$ cat config.mk
export PLATFORM = sky130hd
export DESIGN_NAME = univ_shift_reg
export DESIGN_NICKNAME = d
export VERILOG_FILES = /design/src/rtl/usr_pkg.sv /design/src/rtl/usr_next.sv /design/src/rtl/univ_shift_reg.sv
export SDC_FILE = /design/constraint.sdc
export NUM_CORES = 1
export LEC_CHECK = 0
export ABC_CLOCK_PERIOD_IN_PS = 3500
export BUFFER_PORTS_ARGS = -buffer_cell sky130_fd_sc_hd__buf_2
export CAP_MARGIN = 40
export CORE_MARGIN = 8
export CORE_UTILIZATION = 51
export DETAILED_ROUTE_END_ITERATION = 12
export GPL_TIMING_DRIVEN = 0
export MAX_ROUTING_LAYER = met4
export PLACE_DENSITY = 0.86
export SYNTH_ARGS = -nofsm -noshare
export SYNTH_HDL_FRONTEND = slang
export SYNTH_SLANG_ARGS = --single-unit
$ cat constraint.sdc
create_clock -name clk -period 3.5 [get_ports clk]
set_clock_uncertainty 0.15 [all_clocks]
set_input_delay 0.175 -clock clk [delete_from_list [all_inputs] [get_ports clk]]
set_output_delay 0.175 -clock clk [all_outputs]
set_load 0.05 [all_outputs]
$ cat src/rtl/usr_pkg.sv
// Shared codes for the universal shift register: direct modes, burst ops, burst FSM states.
package usr_pkg;

  typedef enum logic [2:0] {
    MODE_HOLD = 3'b000,
    MODE_LOAD = 3'b001,
    MODE_SHL  = 3'b010,
    MODE_SHR  = 3'b011,
    MODE_ROTL = 3'b100,
    MODE_ROTR = 3'b101
  } mode_e;

  typedef enum logic [1:0] {
    BOP_SHL  = 2'b00,
    BOP_SHR  = 2'b01,
    BOP_ROTL = 2'b10,
    BOP_ROTR = 2'b11
  } bop_e;

  typedef enum logic {
    IDLE = 1'b0,
    RUN  = 1'b1
  } state_e;

  // Bursts reuse the direct-mode datapath, so map each burst op onto its direct mode.
  function automatic mode_e bop2mode(input bop_e b);
    case (b)
      BOP_SHL:  return MODE_SHL;
      BOP_SHR:  return MODE_SHR;
      BOP_ROTL: return MODE_ROTL;
      default:  return MODE_ROTR;
    endcase
  endfunction

endpackage

$ cat src/rtl/usr_next.sv
// Next-value generator for the shift register; purely combinational, no flow control.
// Rotate ops exist only when ROTATE_EN is defined, otherwise they fall through to hold.
module usr_next
  import usr_pkg::*;
#(
  parameter int WIDTH = 8
) (
  input  logic [WIDTH-1:0] q,
  input  logic [WIDTH-1:0] din,
  input  logic [2:0]       op,
  input  logic             ser_lo,
  input  logic             ser_hi,
  output logic [WIDTH-1:0] q_next
);

  always_comb begin
    q_next = q;
    case (op)
      MODE_LOAD: q_next = din;
      MODE_SHL:  q_next = {q[WIDTH-2:0], ser_lo};
      MODE_SHR:  q_next = {ser_hi, q[WIDTH-1:1]};
`ifdef ROTATE_EN
      MODE_ROTL: q_next = {q[WIDTH-2:0], q[WIDTH-1]};
      MODE_ROTR: q_next = {q[0], q[WIDTH-1:1]};
`endif
      default:   q_next = q;
    endcase
  end

endmodule

$ cat src/rtl/univ_shift_reg.sv
// Universal shift register with counted burst shifting; direct ops land in q one edge later,
// bursts hold busy for min(cnt,WIDTH)+1 edges and ignore mode/din/start meanwhile (ROTATE_EN enables rotates).
module univ_shift_reg
  import usr_pkg::*;
#(
  parameter  int WIDTH = 8,
  localparam int CNT_W = $clog2(WIDTH + 1)
) (
  input  logic             clk,
  input  logic             rst_n,
  input  logic [2:0]       mode,
  input  logic [WIDTH-1:0] din,
  input  logic             ser_lo,
  input  logic             ser_hi,
  input  logic             start,
  input  logic [1:0]       bop,
  input  logic [CNT_W-1:0] cnt,
  output logic [WIDTH-1:0] q,
  output logic             sout_hi,
  output logic             sout_lo,
  output logic             busy,
  output logic             done
);

  state_e           state;
  bop_e             bop_r;
  logic [CNT_W-1:0] rem;
  logic [CNT_W-1:0] cnt_sat;
  logic [2:0]       op_sel;
  logic [WIDTH-1:0] q_next;
  logic             bop_ok;

`ifdef ROTATE_EN
  assign bop_ok = 1'b1;
`else
  // Rotate bursts are refused outright so they never raise busy.
  assign bop_ok = ~bop[1];
`endif

  assign cnt_sat = (cnt > CNT_W'(WIDTH)) ? CNT_W'(WIDTH) : cnt;
  assign op_sel  = (state == RUN) ? bop2mode(bop_r) : mode;

  usr_next #(.WIDTH(WIDTH)) u_next (
    .q      (q),
    .din    (din),
    .op     (op_sel),
    .ser_lo (ser_lo),
    .ser_hi (ser_hi),
    .q_next (q_next)
  );

  always_ff @(posedge clk or negedge rst_n) begin
    if (!rst_n) begin
      state <= IDLE;
      bop_r <= BOP_SHL;
      rem   <= '0;
      q     <= '0;
      done  <= 1'b0;
    end else begin
      done <= 1'b0;
      case (state)
        IDLE: begin
          if (start && bop_ok) begin
            state <= RUN;
            rem   <= cnt_sat;
            bop_r <= bop_e'(bop);
          end else begin
            q <= q_next;
          end
        end
        default: begin
          if (rem != '0) begin
            q   <= q_next;
            rem <= rem - CNT_W'(1);
          end
          // Last shift (or an empty burst) closes the run on this same edge.
          if (rem <= CNT_W'(1)) begin
            state <= IDLE;
            done  <= 1'b1;
          end
        end
      endcase
    end
  end

  assign busy    = (state == RUN);
  assign sout_hi = q[WIDTH-1];
  assign sout_lo = q[0];

endmodule

Yosys cells after proc, flatten, opt, wreduce, memory -nomap -nowiden:

Cells that the tools add are included.

* $add $sub $neg: 1
* muxes and demuxes: 15
* $lt $le $gt $ge: 2
* equality and inequality tests: 7
* reductions and logical operators: 7
* bitwise gates (word level): 2

Operators with widths (count)
* 8-bit 2-to-1 mux: 3
* 8-bit case mux with 3 select lines: 1
* 4-bit 2-to-1 mux: 4
* 3-bit case mux with 3 select lines: 1
* 3-bit by 2-bit == test with 1-bit output (second input constant): 2
* 2-bit AND reduction: 3
* 1-bit 2-to-1 mux: 5
* 4-bit > comparator (second input constant): 1
* 4-bit by 1-bit <= comparator with 1-bit output (second input constant): 1
* 4-bit nonzero test: 1
* 4-bit by 1-bit subtractor with 4-bit output (second input constant): 1
* 3-bit by 1-bit == test with 1-bit output (second input constant): 1
* 3-bit 2-to-1 mux: 1
* 2-bit by 1-bit == test with 1-bit output (second input constant): 1
* 2-bit == test (second input constant): 1
* 2-bit zero test: 1
* 2-bit by 1-bit != test with 1-bit output (second input constant): 1
* 2-bit != test (second input constant): 1
* 1-bit inverter: 2
* 2-bit nonzero test: 1
* 1-bit logical AND: 1

* bits in registers: 16
* bits of input ports: 22

Depth between registers and ports, before layout:

* word-level depth: 7
* mapped depth: 7

Hierarchy:

From an unflattened synthesis, not the netlist that was laid out.

* cells, all modules: 115
* area, all modules: 1251.2 µm²

Modules (own cells, without submodules)
* univ_shift_reg: cells each 68, times used 1, sequential area each 400.4 µm², area each 877.1 µm²
* usr_next: cells each 47, times used 1, sequential area each 0.0 µm², area each 374.1 µm²

Least setup slack after synthesis:

Ideal clock, no wire load.

* kind: register to register
* start: register state (netlist: busy)
* end: register q[1]
* slack: 1695 ps
* period minus slack after synthesis: 1805 ps
* data required time: 3220 ps
* cell stages (with the launch flop): 5
* arrival: 1524 ps
* path through: dfrtp_1 > nand2b_2 > o21a_1 > a222oi_1 > a21oi_1

* cells in the longest elaborated chain, start to end: 5
* elaborated cells between the ends (all ways): 11

Ends and longest elaborated chain
* start: declaration: line univ_shift_reg.sv:25 `state_e state;`
* start signal: assignment: line univ_shift_reg.sv:54 `state <= IDLE;`
* start signal: assignment: line univ_shift_reg.sv:64 `state <= RUN;`
* start signal: assignment: line univ_shift_reg.sv:78 `state <= IDLE;`
* 3-bit 2-to-1 mux: line univ_shift_reg.sv:41 `assign op_sel = (state == RUN) ? bop2mode(bop_r) : mode;`
* 3-bit by 2-bit == test with 1-bit output or 3-bit by 1-bit == test with 1-bit output (tied branches): line usr_next.sv:18 `case (op)`
* 8-bit case mux with 3 select lines: line usr_next.sv:18
* 8-bit 2-to-1 mux (on tied branches): line univ_shift_reg.sv:63, univ_shift_reg.sv:72
* 8-bit 2-to-1 mux: line univ_shift_reg.sv:61 `case (state)`
* end signal: assignment: line univ_shift_reg.sv:68 `q <= q_next;`
* end signal: assignment: line univ_shift_reg.sv:73 `q <= q_next;`
* end: declaration: line univ_shift_reg.sv:18 `output logic [WIDTH-1:0] q,`

Several ways; a longest one is shown, not always the timed one. The select of a mux whose other input is x is not followed.
A chain may end at the register's enable or synchronous reset.

Final worst setup path:

* start: register rem[0]
* end: register q[7]

* cells in the longest elaborated chain, start to end: 3

Ends and longest elaborated chain
* start: declaration: line univ_shift_reg.sv:27 `logic [CNT_W-1:0] rem;`
* start signal: assignment: line univ_shift_reg.sv:65 `rem <= cnt_sat;`
* start signal: assignment: line univ_shift_reg.sv:74 `rem <= rem - CNT_W'(1);`
* 4-bit nonzero test: line univ_shift_reg.sv:72 `if (rem != '0) begin`
* 2-bit by 1-bit != test with 1-bit output (no source line)
* 2-bit AND reduction (no source line)

Every way passes these cells.

==> run metrics <==
status=complete, no violations; total grt overflow=0; setup violators final=0; syn_nets=110; share of the synthesized area in the top cell type=0.442; Pins Over Slew Limit=0; Port-buffer cells=33; I/O pin count=34; most frequent cells in the layout=33 x buf_2, 16 x dfrtp_1, 12 x nor2_1, 12 x a21oi_1, 8 x a222oi_1; Critical Path RT=3520 ps; layout cell share with drive strength beyond 1=0.384; remaining antenna violation count=0; delay-heaviest family, CP=simple AND/OR/NAND/NOR gates; critical-path maximum fanout=10; Slew HR=0.630; Post-synth EDFFs=0; initial antenna violation count=0; synth top area cells=dfrtp_1 44%, a222oi_1 8.8%, a21oi_1 6.6%; placed wire-length estimate=~1800 µm; Peak VDD IR=0.745 mV; area grow syn2layout=27.9%; DRT iter0 DRCs=70; vias in the first global route=894; DR vias/cell=5.71; chip height=58.1 µm; CTS sink count=16; TritonCTS Buffers=3; ratio of final minimum period to clock period=0.544; Worst Setup Start Kind=flip-flop; GRT Overall Usage=0.139; smallest hold slack=33.8 ps; max_cap viols=0; count of cell types in the netlist=32; synthesized instance count=86; CTS tree=done; Post-CTS Setup Repair Bufs=0; Worst-Skew Late Latency=about 280 ps; worst setup margin=1590 ps; Die X=58.1 µm; Seq/Total Area, Yosys=0.442; DR pass1 iterations=4; first-pass GRT wire length=3720 µm; Core ar.=1710 µm²; Fin Setup TNS=0 ps; Synth Register Bits=16; most common cell after layout, fill and taps aside=buf_2; DR WL/cell=14.8 µm; final-stage net count=150; Critical Path AT=1920 ps; Rows=15; min Tclk post-route=approximately 1900 ps; Root Buffer=clkbuf_4; largest net degree at the start of global routing=17; crit-path cells=inv_1 > ha_1 > nor3b_1 > o32ai_2 > buf_6 > nor2_1 > a21oi_1; FMAX=~520 MHz; post-placement cell count=~140; Final GP Congestion=0.878; critical path class=reg -> reg; Reg clk slew, reported paths=around 100 ps; Post-Place Setup Slack=about 1600 ps; clock buffer depth=2; CP max-delay cell=dfrtp_1; synthesized area=906 µm²; Async S/R FF share, synth=1.00; via count=856; Final Hold Fails=0; number of remaining DRC errors=0; Layout Cells excl Fill=150; die area=between 3000 and 4000 µm²; RSZ-0062 raised after global routing=no; main flop type after synthesis=dfrtp_1; HP Class=in -> reg; H-tree depth=1; area leader, netlist=dfrtp_1; Largest stage delay, worst path=just over 400 ps; final wirelength=2220 µm; Post-Syn Area per Cell=10.5 µm²; starting density of the core=0.530; ANT cells=0; crit end category=flip-flop; Pwr Density=1100 nW/µm²; LEAKAGE=~0.55 nW; Buf/Inv on CP=2; Filler Cell Count=~130; Worst-Margin Slew=556 ps; Syn. warnings=0
==> state kept, by name (all words and copies together) (netlist names) <==
register	count
bop_r	2
q	8
rem	4
busy	1
done	1
==> power by group <==
part	internal [mW]	switching [mW]	total, mW
sequential	0.277	0.0921	0.369
combinational	0.276	0.509	0.785
clock	0.0633	0.0585	0.122
total	0.617	0.660	1.28
==> layout make-up <==
class | count | area [µm²] | share of cell area
Multi-Input combinational cell | 60 | 445 | 0.384
Inverter | 6 | 22.5 | 0.0194
Timing Repair Buffer | 35 | 185 | 0.160
Buffer | 4 | 37.5 | 0.0324
Tap cell | 25 | 31.3 | 0.0270
Sequential cell | 16 | 400 | 0.346
Clock buffer | 4 | 36.3 | 0.0313
==> Yosys cell counts, types with 2 or more instances <==
| cell type | count |
|---|---|
| inv_1 | 6 |
| a21oi_1 | 12 |
| buf_6 | 2 |
| ha_1 | 2 |
| dfrtp_1 | 16 |
| a222oi_1 | 8 |
| o32ai_2 | 2 |
| nand2_1 | 2 |
| nor2_1 | 12 |
| buf_4 | 2 |
==> per-stage QoR <==
step           total power [mW]  cell area [µm²]   util
2_1_floorplan             0.978              906      -
3_3_place_gp               1.13             1100  0.645
3_5_place_dp               1.15             1100  0.645
4_1_cts                    1.28             1160  0.678
5_1_grt                    1.36             1160  0.678
6_report                   1.28             1160  0.678
==> layer usage <==
metal / up-vias / global-route usage / part of all wire
li1: 405 / - / -
met1: 405 / 0.163 / 0.44
met2: 44 / 0.225 / 0.49
met3: 2 / 0.0353 / 0.067
met4: 0 / 0.0524 / 0.0018
met5: - / - / 0
==> final timing paths <==
path	end	cells after the start	from	slack, ps
max reg2reg	q[7]	7	rem[0]	1590
min	rem[0]	3	cnt[0]	30
min reg2reg	bop_r[1]	1	bop_r[1]	360
max in group asynchronous	q[7]	2	rst_n	2760
max	q[7]	7	rem[0]	1590
min in group asynchronous	q[5]	2	rst_n	180
==> worst register-to-register path, stage by stage (launching register included) <==
cell and delay [ps]:
dfrtp_1 410, inv_1 110, ha_1 230, nor3b_1 330, o32ai_2 230, buf_6 190, nor2_1 90, a21oi_1 50
==> cells by family (layout without fill, tap and decap cells) <==
kind of cell | Yosys count | after routing | synth area share
buffers and inverters | 10 | 49 | 0.0663
AND/OR/NAND/NOR | 25 | 25 | 0.152
adder cells (fa/ha/maj) | 2 | 2 | 0.0276
XOR/XNOR | 1 | 1 | 0.00967
AO/OA/AOI/OAI | 30 | 30 | 0.279
flip-flops | 16 | 16 | 0.442
multiplexers | 2 | 2 | 0.0235
==> timing repair <==
action	in CTS	in global routing
hold buffers	2	0
resized for setup	0	0
endpoints found under the hold margin	17	0
Power figures use the tool's default switching activity.
